File: config.mk
export PLATFORM = sky130hd
export DESIGN_NAME = led_pwm_fader
export DESIGN_NICKNAME = d
export VERILOG_FILES = /design/src/rtl/led_pkg.sv /design/src/rtl/led_pwm_channel.sv /design/src/rtl/led_pwm_fader.sv
export SDC_FILE = /design/constraint.sdc
export NUM_CORES = 1
export LEC_CHECK = 0
export ABC_AREA = 1
export CAP_MARGIN = 30
export CELL_PAD_IN_SITES_DETAIL_PLACEMENT = 0
export CELL_PAD_IN_SITES_GLOBAL_PLACEMENT = 1
export CORE_MARGIN = 1.5
export CORE_UTILIZATION = 51
export DETAILED_ROUTE_END_ITERATION = 6
export GPL_TIMING_DRIVEN = 0
export PLACE_DENSITY = 0.83
export SLEW_MARGIN = 0
export SYNTH_ARGS = -nofsm -noshare
export SYNTH_HDL_FRONTEND = slang
export SYNTH_HIERARCHICAL = 1
export SYNTH_SLANG_ARGS = --single-unit
File: constraint.sdc
create_clock -name SYSCLK -period 8.5 [get_ports SYSCLK]
set_input_delay 1.7 -clock SYSCLK [delete_from_list [all_inputs] [get_ports SYSCLK]]
set_output_delay 1.7 -clock SYSCLK [all_outputs]
set_load 0.1 [all_outputs]
File: src/rtl/led_pkg.sv
// Shared definitions for the RGB LED PWM fader: FSM states and channel indices.
package led_pkg;

  typedef enum logic {
    IDLE = 1'b0,
    FADE = 1'b1
  } state_t;

  localparam int unsigned CH_RED   = 0;
  localparam int unsigned CH_BLUE  = 1;
  localparam int unsigned CH_GREEN = 2;
  localparam int unsigned CH_NUM   = 3;

endpackage

File: src/rtl/led_pwm_channel.sv
// One colour channel: brightness level that steps toward its on/off target, duty mapping
// (quadratic when LED_GAMMA_EN is defined, linear otherwise) and registered PWM compare.
module led_pwm_channel #(
  parameter int unsigned PWM_BITS = 8
) (
  input  logic                clk,
  input  logic                rst_n,
  input  logic                step,
  input  logic                target_on,
  input  logic [PWM_BITS-1:0] pwm_cnt,
  output logic                at_target_next_c,
  output logic                led
);

  logic [PWM_BITS-1:0] level;
  logic [PWM_BITS-1:0] level_next;
  logic [PWM_BITS-1:0] target;
  logic [PWM_BITS-1:0] duty;

  assign target = {PWM_BITS{target_on}};

  // Move one count toward the target per step; target is always 0 or full scale, so no wrap.
  always_comb begin
    level_next = level;
    if (step) begin
      if (level < target) begin
        level_next = level + PWM_BITS'(1);
      end else if (level > target) begin
        level_next = level - PWM_BITS'(1);
      end
    end
  end

  assign at_target_next_c = (level_next == target);

`ifdef LED_GAMMA_EN
  logic [2*PWM_BITS-1:0] square;

  assign square = (2*PWM_BITS)'(level) * (2*PWM_BITS)'(level);
  assign duty   = PWM_BITS'(square >> PWM_BITS);
`else
  assign duty = level;
`endif

  always_ff @(posedge clk or negedge rst_n) begin
    if (!rst_n) begin
      level <= '0;
      led   <= 1'b0;
    end else begin
      level <= level_next;
      led   <= (pwm_cnt < duty);
    end
  end

endmodule

File: src/rtl/led_pwm_fader.sv
// RGB LED fader: accepts an on/off colour, ramps each channel one level per STEP_DIV cycles.
// Optional quadratic brightness curve via macro LED_GAMMA_EN.
module led_pwm_fader
  import led_pkg::*;
#(
  parameter int unsigned PWM_BITS = 8,
  parameter int unsigned STEP_DIV = 250000
) (
  input  logic       SYSCLK,
  input  logic       SYSRST_N,
  input  logic [2:0] COLOR_IN,
  input  logic       COLOR_VALID,
  output logic       COLOR_READY,
  output logic       BUSY,
  output logic       LED_RED,
  output logic       LED_BLUE,
  output logic       LED_GREEN
);

  localparam int unsigned STEP_W = (STEP_DIV > 1) ? $clog2(STEP_DIV) : 1;
  localparam logic [STEP_W-1:0] STEP_LAST = STEP_W'(STEP_DIV - 1);

  state_t              state;
  state_t              state_next;
  logic [PWM_BITS-1:0] pwm_cnt;
  logic [STEP_W-1:0]   step_cnt;
  logic [CH_NUM-1:0]   target;
  logic [CH_NUM-1:0]   done_c;
  logic                accept_c;
  logic                step_tick_c;

  assign accept_c    = (state == IDLE) && COLOR_VALID && COLOR_READY;
  assign step_tick_c = (state == FADE) && (step_cnt == STEP_LAST);

  always_ff @(posedge SYSCLK or negedge SYSRST_N) begin
    if (!SYSRST_N) begin
      state <= IDLE;
    end else begin
      state <= state_next;
    end
  end

  // Leave FADE once every channel is (or is about to be) at its target.
  always_comb begin
    state_next = state;
    case (state)
      IDLE:    if (accept_c) state_next = FADE;
      FADE:    if (&done_c) state_next = IDLE;
      default: state_next = IDLE;
    endcase
  end

  always_ff @(posedge SYSCLK or negedge SYSRST_N) begin
    if (!SYSRST_N) begin
      COLOR_READY <= 1'b0;
      BUSY        <= 1'b0;
      pwm_cnt     <= '0;
      step_cnt    <= '0;
      target      <= '0;
    end else begin
      COLOR_READY <= (state_next == IDLE);
      BUSY        <= (state_next == FADE);
      pwm_cnt     <= pwm_cnt + PWM_BITS'(1);
      if (accept_c) begin
        target   <= COLOR_IN;
        step_cnt <= '0;
      end else if (state == FADE) begin
        step_cnt <= step_tick_c ? '0 : step_cnt + STEP_W'(1);
      end
    end
  end

  led_pwm_channel #(.PWM_BITS(PWM_BITS)) u_red (
    .clk              (SYSCLK),
    .rst_n            (SYSRST_N),
    .step             (step_tick_c),
    .target_on        (target[CH_RED]),
    .pwm_cnt          (pwm_cnt),
    .at_target_next_c (done_c[CH_RED]),
    .led              (LED_RED)
  );

  led_pwm_channel #(.PWM_BITS(PWM_BITS)) u_blue (
    .clk              (SYSCLK),
    .rst_n            (SYSRST_N),
    .step             (step_tick_c),
    .target_on        (target[CH_BLUE]),
    .pwm_cnt          (pwm_cnt),
    .at_target_next_c (done_c[CH_BLUE]),
    .led              (LED_BLUE)
  );

  led_pwm_channel #(.PWM_BITS(PWM_BITS)) u_green (
    .clk              (SYSCLK),
    .rst_n            (SYSRST_N),
    .step             (step_tick_c),
    .target_on        (target[CH_GREEN]),
    .pwm_cnt          (pwm_cnt),
    .at_target_next_c (done_c[CH_GREEN]),
    .led              (LED_GREEN)
  );

endmodule
Word level (Yosys, flattened, before mapping) --
Index checks and enable logic that the tools add are counted.
Cells by class: add/subtract/negate cells 8, magnitude comparators 9, eq/ne operators 4, mux-type cells 15, bitwise logic cells 2, reductions and logical operators 5
Operators by type and width (count):
- $mux W8 | 9
- $mux W18 | 3
- $lt A8 B8 Y1 | 6
- $add A8 B1 Y8 const B | 4
- $eq A8 B8 Y1 | 3
- $gt A8 B8 Y1 | 3
- $sub A8 B1 Y8 const B | 3
- $add A18 B1 Y18 const B | 1
- $eq A18 B18 Y1 const B | 1
- $logic_and A1 B1 Y1 | 3
- $reduce_and A3 Y1 | 1
- $mux W1 | 2
- $not A1 Y1 | 2
- $pmux W1 S2 | 1
- $reduce_bool A2 Y1 | 1
Word-level totals: register bits 58, input port bits 6

Depth between registers and ports, before layout --
Gate-level depths: netlist (run 1).
depth after elaboration 9, depth in mapped cells 23, gate-level depth less buffers 23

Hierarchy --
The synthesis (run 1) kept the hierarchy.
Modules (own cells, without submodules):
- led_pwm_channel at u_blue ... | instances 2, cells an instance 162, area an instance 1203.7 sq um, seq. area each 225.2 sq um
- led_pwm_fader | instances 1, cells an instance 200, area an instance 1635.3 sq um, seq. area each 775.7 sq um
- led_pwm_channel at u_green | instances 1, cells an instance 162, area an instance 1111.1 sq um, seq. area each 225.2 sq um

Worst setup path after synthesis (run 1) --
Ideal clock, no wire load.
path type register to register, from register, netlist name BUSY, to register COLOR_READY, setup time 0.120 ns, arrival 3.283 ns, path slack 5.098 ns, cell stages (with the launch flop) 17, path buffers 1, period minus slack after synthesis 3.402 ns, path through dfrtp_1 -> inv_1 -> nor2_1 -> nand3_2 -> nor2_1 -> clkbuf_4 -> nand4_1 -> nand2_1 -> nor2_1 -> nand2_1 -> nor2_2 -> nand2_1 -> nand2_1 -> nand3_1 -> nor2_1 -> nor2_1 -> inv_1
RTL lines:
- to (signal assigned) | line led_pwm_fader.sv:61 | COLOR_READY <= (state_next == IDLE);
- to (decl) | line led_pwm_fader.sv:13 | output logic COLOR_READY,

Final worst setup path (run 1) --
from register BUSY, to output BUSY
RTL lines:
- from (decl) | line led_pwm_fader.sv:14 | output logic BUSY,
- from (signal assigned) | line led_pwm_fader.sv:62 | BUSY <= (state_next == FADE);
No word-level cell between the ends.

==> results of run 1 <==
layout by cell type, fill, tap and decap left out, types with 4 or more instances in the layout:
cell type / count
sky130_fd_sc_hd__o21ai_0: 5
sky130_fd_sc_hd__nor2_2: 6
sky130_fd_sc_hd__nor2_8: 5
sky130_fd_sc_hd__clkbuf_8: 11
sky130_fd_sc_hd__nand2_2: 39
sky130_fd_sc_hd__o21bai_1: 4
sky130_fd_sc_hd__o21ai_2: 13
sky130_fd_sc_hd__inv_2: 14
sky130_fd_sc_hd__nand2_1: 177
sky130_fd_sc_hd__xnor2_1: 6
sky130_fd_sc_hd__nor2_1: 48
sky130_fd_sc_hd__nand4_1: 25
sky130_fd_sc_hd__inv_1: 78
sky130_fd_sc_hd__ha_1: 53
sky130_fd_sc_hd__clkdlybuf4s50_1: 9
sky130_fd_sc_hd__nor3_1: 5
sky130_fd_sc_hd__o211ai_1: 5
sky130_fd_sc_hd__a21oi_1: 14
sky130_fd_sc_hd__nand2_4: 7
sky130_fd_sc_hd__xor2_1: 11
sky130_fd_sc_hd__dfrtp_1: 58
sky130_fd_sc_hd__nand3_1: 74
routing by layer:
| layer | GRT usage, % | routed length, um | vias to the layer above |
|---|---|---|---|
| met5 | 0 | 0 | - |
| met4 | 5.952 | 119 | 0 |
| met3 | 3.461 | 300 | 13 |
| met2 | 39.10 | 5354 | 49 |
| met1 | 29.86 | 5402 | 2018 |
| li1 | - | - | 2288 |
state kept, by name, indices dropped and copies added (netlist names):
signal	cells
pwm_cnt	8
BUSY	1
step_cnt	18
u_blue/duty	8
u_blue/led	1
u_green/led	1
u_red/duty	8
COLOR_READY	1
target	3
u_red/led	1
u_green/duty	8
per-stage QoR:
step	setup slack (ns)	total power [mW]	cells	utilization (%)	hold WS [ns]
3_3_place_gp	3.818	0.8374	829	55.45	0.4968
2_1_floorplan	5.098	0.7472	686	-	0.4752
6_report	4.820	1.135	847	58.13	0.5098
4_1_cts	4.805	1.149	847	58.13	0.5146
3_5_place_dp	5.182	0.8503	831	55.79	0.4988
5_1_grt	4.783	1.225	847	58.13	0.5441
power groups by stage:
| stage | registers, mW | clock network, mW | logic, mW |
|---|---|---|---|
| after floorplan | 0.401 | 0 | 0.346 |
| after global placement | 0.380 | 0 | 0.457 |
| after detailed placement | 0.381 | 0 | 0.469 |
| after CTS | 0.376 | 0.303 | 0.470 |
| after global routing | 0.385 | 0.311 | 0.528 |
| final | 0.376 | 0.296 | 0.464 |
path summary, 6_finish.rpt:
check,slack (ns),to,start,cells past startpoint
setup / recovery,4.82,BUSY,BUSY,1
hold / removal,0.51,step_cnt[1],step_cnt[1],2
setup reg to reg,5.58,COLOR_READY,step_cnt[0],18
hold reg to reg,0.51,step_cnt[1],step_cnt[1],2
max in group asynchronous,6.58,u_green/duty[3],SYSRST_N,2
min in group asynchronous,1.33,u_red/duty[5],SYSRST_N,1
cell families (layout without fill, tap and decap cells):
logic type	count (synthesis)	after routing	share of synthesized area, %
AND/OR/NAND/NOR	402	402	40.57
buffers and inverters	100	128	7.720
flip-flops	58	58	28.16
AO/OA/AOI/OAI	56	56	7.793
adder cells (fa/ha/maj)	53	53	12.87
XOR/XNOR	17	17	2.889
final cells by class:
class / instances / area (sq um)
repair buffers: 12 / 130.1
plain buffers: 5 / 38.79
inverters: 95 / 359.1
well taps: 133 / 166.4
fillers: 951 / 4093
flip-flops and latches: 58 / 1451
clock buffers: 12 / 155.1
clock inverters: 4 / 73.82
multi-input cells: 528 / 3307
==> impl_summary.md, run 1 <==
Status
The flow ran to the end, and the final reports show no timing, DRC or antenna violations.

Logic synthesis
The count of distinct cell types in the synthesized netlist is 40. After synthesis, the most frequently instantiated cells are sky130_fd_sc_hd__nand2_1 (177), sky130_fd_sc_hd__inv_1 (78), sky130_fd_sc_hd__nand3_1 (74). The synthesized netlist occupies a cell area of 0.005154 sq mm. The leading cell type by number of instances after synthesis is sky130_fd_sc_hd__nand2_1.

Synthesis handed over a netlist of 686 instances. The most area-hungry cell type in the Yosys netlist is sky130_fd_sc_hd__dfrtp_1. The post-synthesis net count is 745.

The synthesized design contains 58 register bits. The average cell area after synthesis is 7.513 sq um. The Yosys warning count is 6. Sorting the synthesized cells by area gives the leading types as sky130_fd_sc_hd__dfrtp_1 (28%), sky130_fd_sc_hd__nand2_1 (13%), sky130_fd_sc_hd__ha_1 (13%). The most used flip-flop cell after synthesis is sky130_fd_sc_hd__dfrtp_1. Counting flops with a built-in enable in the synthesized netlist gives 0. Of the post-synthesis cell area, the dominant cell type holds 28.16%. The proportion of synthesized chip area in sequential cells is 28.16%. The fraction of registers with async set/reset is 100.0%.

Clocking
The H-tree level count is 3. The quantity of hold-fixing buffers added after cts is 0. In this run, CTS created clock tree buffers numbering 9. The TritonCTS clock tree is yes. The root cell of the clock tree is sky130_fd_sc_hd__clkbuf_8.

The clock latency at the later pin of the worst-skew pair is 0.34 ns. The number of gates resized after cts is 0. The post-CTS setup buffer count is 0. The maximum clock path buffer count is 2. The clock transition at the register clock pins on the worst setup and hold paths after CTS is 0.07 ns. For this design, the sink count on the clock tree is 58.

Power and ir drop
The clock network power share is 26.0%. The switching power share of the total is 42.48%. The internal power component is 0.6531 mW. Across the VDD grid, the largest voltage drop is 0.0001314 V.

The combinational group share of total power is 40.9%. Summed over all nets, the switching power comes to 0.4823 mW. The static leakage is 3.029 nW. For this design the ratio of total power to cell area is 199.8 mW/mm^2. Of the total power, registers draw 33.1%.

Route
After detailed routing, the number of vias per cell comes to 5.157. The per-cell routed wire length is 13.19 um. The number of nets still failing antenna checks after routing is 0. The number of search-and-repair iterations in the first detailed-routing pass is 4.

For this block, the routed nets add up to 11,180 um of wire. The total vias in the final route is 4,368. In the routed design, unresolved DRC markers number 0.

The DRC violation total after the first TritonRoute iteration is 195.

STA
The final critical path takes up 43.30% of the cycle. The count of pins over their slew limit came to 0. Setup repair after global routing left no endpoint under its margin. The number of failing hold endpoints at the final stage was 0. The total negative slack is 0 ns. The relative slew slack is 35.52%. The post-route minimum period is 3.680 ns. The worst clock skew on the final layout is 0.007682 ns. The measured slew at the worst slew-check pin is 0.9642 ns. The highest clock frequency the design can meet is 0.2717 GHz. Setup violations remaining at the end of the flow were counted as 0.

Placement
The placed instances occupy a cell area of 0.005453 sq mm. At the end of routability-driven placement, the weighted congestion stood at 0.8123. Detailed placement ended at an HPWL of 8773 um.

The count of port buffers added during placement is 10.

Layout
The number of nets in the final layout is 768. The number of antenna repair diodes is 0. The finished cells cover 0.005682 sq mm. The post-route netlist has 17.65% of its cells at a drive strength greater than 1. The area growth from synthesis to final layout is 10.25%.

Run
The max-capacitance violation count is 0.

Setup path
The worst setup path is launched from a register. STA puts the critical path data required time at 6.80 ns. The critical path in this run is classified as reg2out. STA puts the critical path data arrival time at 1.98 ns. Of all nets on the critical path, the largest fanout is 5. On the worst path, the slowest cell contributes a delay of 1.18 ns. The cell with the largest stage delay on the worst path is sky130_fd_sc_hd__clkdlybuf4s50_1. The cell family with the largest share of critical-path delay is buffers and inverters. The kind of end point of the critical path is a primary output. The number of buffers and inverters on the critical path is 1. The signal on the critical path passes through clkdlybuf4s50_1.

Die
The starting density of the core is 52.73%. The height of the die is 103.5 um. The die covers 0.01072 sq mm. During I/O placement, the number of pins put on the boundary was 11. The width of the die is 103.5 um. After floorplanning, the core was divided into 36 placement rows. The core region is 0.009774 sq mm.

GRT
The number of global-route vias before repair was 4,354. The initial antenna violation count was 0. The global router's overall resource usage is 22.71%. Entering global routing, the biggest net connects 41 pins.

Summed over all layers, the global routing overflow is 0. The first global-routing pass estimated 20,020 um of wire.

Hold path
The type of the tightest min-delay check is reg2reg.
No activity file was read; power rests on OpenSTA's default activity.
==> run 2, diff against run 1 <==
--- a/config.mk
+++ b/config.mk
@@ -10,10 +10,10 @@
 export CELL_PAD_IN_SITES_DETAIL_PLACEMENT = 0
 export CELL_PAD_IN_SITES_GLOBAL_PLACEMENT = 1
 export CORE_MARGIN = 1.5
-export CORE_UTILIZATION = 51
+export CORE_UTILIZATION = 43
 export DETAILED_ROUTE_END_ITERATION = 6
 export GPL_TIMING_DRIVEN = 0
-export PLACE_DENSITY = 0.83
+export PLACE_DENSITY = 0.75
 export SLEW_MARGIN = 0
 export SYNTH_ARGS = -nofsm -noshare
 export SYNTH_HDL_FRONTEND = slang
==> constraint.sdc (replaced) <==
create_clock -name SYSCLK -period 3 [get_ports SYSCLK]
set_input_delay 0.6 -clock SYSCLK [delete_from_list [all_inputs] [get_ports SYSCLK]]
set_output_delay 0.6 -clock SYSCLK [all_outputs]
set_load 0.1 [all_outputs]
==> run 2 against run 1 <==
Combinational power rose to 2.8 times the previous value; register-to-register slack worse by 5.3 ns; non-clock buffer count up 2; count of clock-buffer cells in the layout up 2; die area up 18%; clock skew up 0.0057 ns; setup slack worse by 4.6 ns; clock power rose to 3.5 times the previous value; hold slack worse by 0.17 ns; critical endpoint is now BUSY; highest routed layer unchanged; routed wire length up 5.2%; sequential cell count unchanged.
==> impl_summary.md, run 2 (synthesized netlist as in run 1, its figures left out) <==
Status
Result of the run: complete, no violations (unchanged).

Clocking
The root cell of the clock tree is sky130_fd_sc_hd__clkbuf_16 (was sky130_fd_sc_hd__clkbuf_8). The clock latency at the later pin of the worst-skew pair is 0.34 ns (about the same). The clock sink total is 58 (unchanged).

The number of CTS-inserted buffers is 9 (unchanged). The H-tree level count is 3 (unchanged). The maximum clock path buffer count came to 2 (unchanged). The clock transition at the register clock pins on the worst setup and hold paths after CTS is 0.05 ns (was 0.07 ns). The TritonCTS clock tree is yes (unchanged). The quantity of hold-fixing buffers added after cts is 0 (unchanged).

Setup path
The nature of the critical path startpoint was a register (unchanged). The worst endpoint data arrival time is 2.93 ns (was 1.98 ns). The cell family with the largest share of critical-path delay is simple AND/OR/NAND/NOR gates (was buffers and inverters). The largest stage delay on the critical path is 0.48 ns (was 1.18 ns). The critical setup path kind is reg2reg (was reg2out). Critical path, cell by cell: inv_2, ha_1, a21o_1, nor2_8, nand2_8, nand2_4, nand2_4, nand2_2, nand2_2, nor2_1, nand3_1, nor2_1, nand2_1, nand2_1, nand3_1, nor2_1, nor2_1 (was clkdlybuf4s50_1).

The worst path required time was 3.19 ns (was 6.80 ns). The number of buffers and inverters on the critical path came to 1 (unchanged). The beginning of the worst register-to-register path is target[1] (was step_cnt[0]). The cell occurring most often along the worst timing path is sky130_fd_sc_hd__nor2_1. The worst reg2reg path endpoint is BUSY (was COLOR_READY).

The reg-to-reg setup timing slack came to 0.26 ns (was 5.58 ns). The kind of end point of the critical path was a register (was primary output). The cell with the largest stage delay on the worst path is sky130_fd_sc_hd__dfrtp_1 (was sky130_fd_sc_hd__clkdlybuf4s50_1). The worst reg-to-reg path cell count is 17 (was 18). The largest fanout on the critical path was 8 (was 5).

STA
The smallest clock period supported by the final layout is computed as 2.738 ns. The worst hold slack after final layout is 0.3420 ns (was 0.5098 ns). The number of failing hold endpoints at the final stage was 0 (unchanged). The count of pins over their slew limit was 0 (unchanged).

The relative slew slack was 35.41% (was 35.52%). The worst clock skew on the final layout is 0.01342 ns (was 0.007682 ns). The total negative slack is 0 ns (unchanged). The highest clock frequency the design can meet is 0.3652 GHz. The least setup slack across all paths after layout came to 0.2619 ns (was 4.820 ns). The final critical path takes up 91.27% of the cycle. The total of endpoints with negative setup slack in the final report is 0 (unchanged). The measured slew at the worst slew-check pin was 0.9659 ns (was 0.9642 ns). RSZ-0062 raised after global routing: no (unchanged).

Power and ir drop
The overall power consumption is 3.442 mW (was 1.135 mW). The maximum resistive drop on vdd is 0.0003160 V (was 0.0001314 V). The static leakage is 3.073 nW (was 3.029 nW).

The power per cell area is 593.4 mW/mm^2 (was 199.8 mW/mm^2).

GRT
The number of global-route vias before repair is 4,369 (was 4,354). The global-route congestion overflow total is 0 (unchanged). The global router's overall resource usage is 20.23% (was 22.71%).

The global-route wire length before repair is 20,670 um (was 20,020 um). The initial antenna violation count came to 0 (unchanged). The maximum number of pins on one net before global-route repair is 59 (was 41).

Layout
The share of layout cells above drive strength 1 is 17.88% (was 17.65%). The most flop-heavy register is step_cnt (unchanged). The final-layout fill cell count came to 1,167 (was 951). The number of antenna repair diodes is 0 (unchanged). The area occupied by multi-input gates is 0.003312 sq mm (was 0.003307 sq mm). The area taken by flip-flops and latches was 0.001453 sq mm (was 0.001451 sq mm).

The number of nets in the final layout is 770 (was 768). The flip-flop count of the largest register after layout is 18 (unchanged). The most common library cell in the layout ignoring fill and taps is sky130_fd_sc_hd__nand2_1 (unchanged). Highest-count cells in the layout ignoring fill and taps: sky130_fd_sc_hd__nand2_1 (177), sky130_fd_sc_hd__inv_1 (77), sky130_fd_sc_hd__nand3_1 (74), sky130_fd_sc_hd__dfrtp_1 (57), sky130_fd_sc_hd__ha_1 (53) (was sky130_fd_sc_hd__nand2_1 (177), sky130_fd_sc_hd__inv_1 (78), sky130_fd_sc_hd__nand3_1 (74), sky130_fd_sc_hd__dfrtp_1 (58), sky130_fd_sc_hd__ha_1 (53)). The area growth from synthesis to final layout is 12.55% (was 10.25%).

The final core area utilization is 50.16% (was 58.13%).

Placement
The pre-CTS setup slack came to 0.02203 ns (was 5.182 ns). The total half-perimeter wirelength after legalization and detailed placement was 8960 um (was 8773 um). The count of port buffers added during placement is 10 (unchanged). The final weighted congestion of routability-driven global placement was 0.8132 (was 0.8123).

Die
The die footprint came to 0.01265 sq mm (was 0.01072 sq mm). The number of core rows came to 39 (was 36). The starting density of the core came to 44.56% (was 52.73%). The boundary pin count is 11 (unchanged). The height of the die is 112.5 um (was 103.5 um).

The core region area came to 0.01156 sq mm (was 0.009774 sq mm). The width of the die was 112.5 um (was 103.5 um).

Route
The via density per instance is 5.092 (was 5.157). The number of nets still failing antenna checks after routing was 0 (unchanged). The post-detailed-routing wire length is 11,760 um (was 11,180 um). The per-cell routed wire length is 13.69 um (was 13.19 um). The DRC violation count after routing is 0 (unchanged).

The DRC violation total after the first TritonRoute iteration is 182 (was 195). The total vias in the final route is 4,374 (was 4,368). The number of search-and-repair iterations in the first detailed-routing pass is 4 (unchanged).

Run
The max-capacitance violation count is 0 (unchanged).

Hold path
The type of the tightest min-delay check is in2async (was reg2reg).
[run 2: changes by cell type in the layout (fill, tap and decap cells not counted), sizes merged]
cell    delta
buf        +2
clkbuf     +2
bufinv     -1
clkinv     -1
[run 2: how the worst max path moves through the flow]
stage,end,slack (ns),cells past startpoint,startpoint
final,BUSY,0.26,17,target[1]
after global routing,COLOR_READY,0.03,21,target[0]
after CTS,BUSY,0.15,16,step_cnt[0]
after detailed placement,BUSY,0.02,16,step_cnt[0]
after global placement,BUSY,-0.95,1,SYSRST_N
after floorplan,COLOR_READY,0.26,16,BUSY
[run 2: area by class of cell]
cell class,count,share of cell area [%]
multi-input cells,528,57.10
flip-flops and latches,58,25.04
inverters,95,6.191
clock buffers,14,4.551
well taps,143,3.085
repair buffers,14,2.761
plain buffers,5,0.6687
clock inverters,2,0.6040
[run 2: stage by stage]
step / instances / area [sq um]
after floorplan: 686 / 5157
after global placement: 839 / 5436
after detailed placement: 840 / 5461
after CTS: 856 / 5766
after global routing: 859 / 5801
final: 859 / 5801
[run 2: worst register-to-register path, delay by kind of cell (launching register included)]
kind / cells / cell delay [ns]
adder cells (fa/ha/maj): 1 / 0.35
flip-flops: 1 / 0.48
AO/OA/AOI/OAI: 1 / 0.22
AND/OR/NAND/NOR: 14 / 1.41
buffers and inverters: 1 / 0.14
[run 2: repair_timing]
item,in CTS,in global routing
endpoints found under the setup margin,2,2
pin swaps,0,1
resized for setup,1,1
setup buffers,0,3
hold endpoints to repair,0,0
cloned,0,0
[run 2: layer usage]
metal | share of wire, % | vias up | track usage, %
met3 | 2.8 | 10 | 4.212
li1 | - | 2294 | -
met2 | 48 | 45 | 34.19
met1 | 49 | 2025 | 26.64
met5 | 0 | - | 0
met4 | 1.0 | 0 | 4.810
[run 2: report_power, final]
group | switching, mW | internal, mW | leakage, nW
clock network | 0.364 | 0.687 | 0.147
registers | 0.162 | 0.908 | 0.779
logic | 0.889 | 0.432 | 2.15
total | 1.41 | 2.03 | 3.07
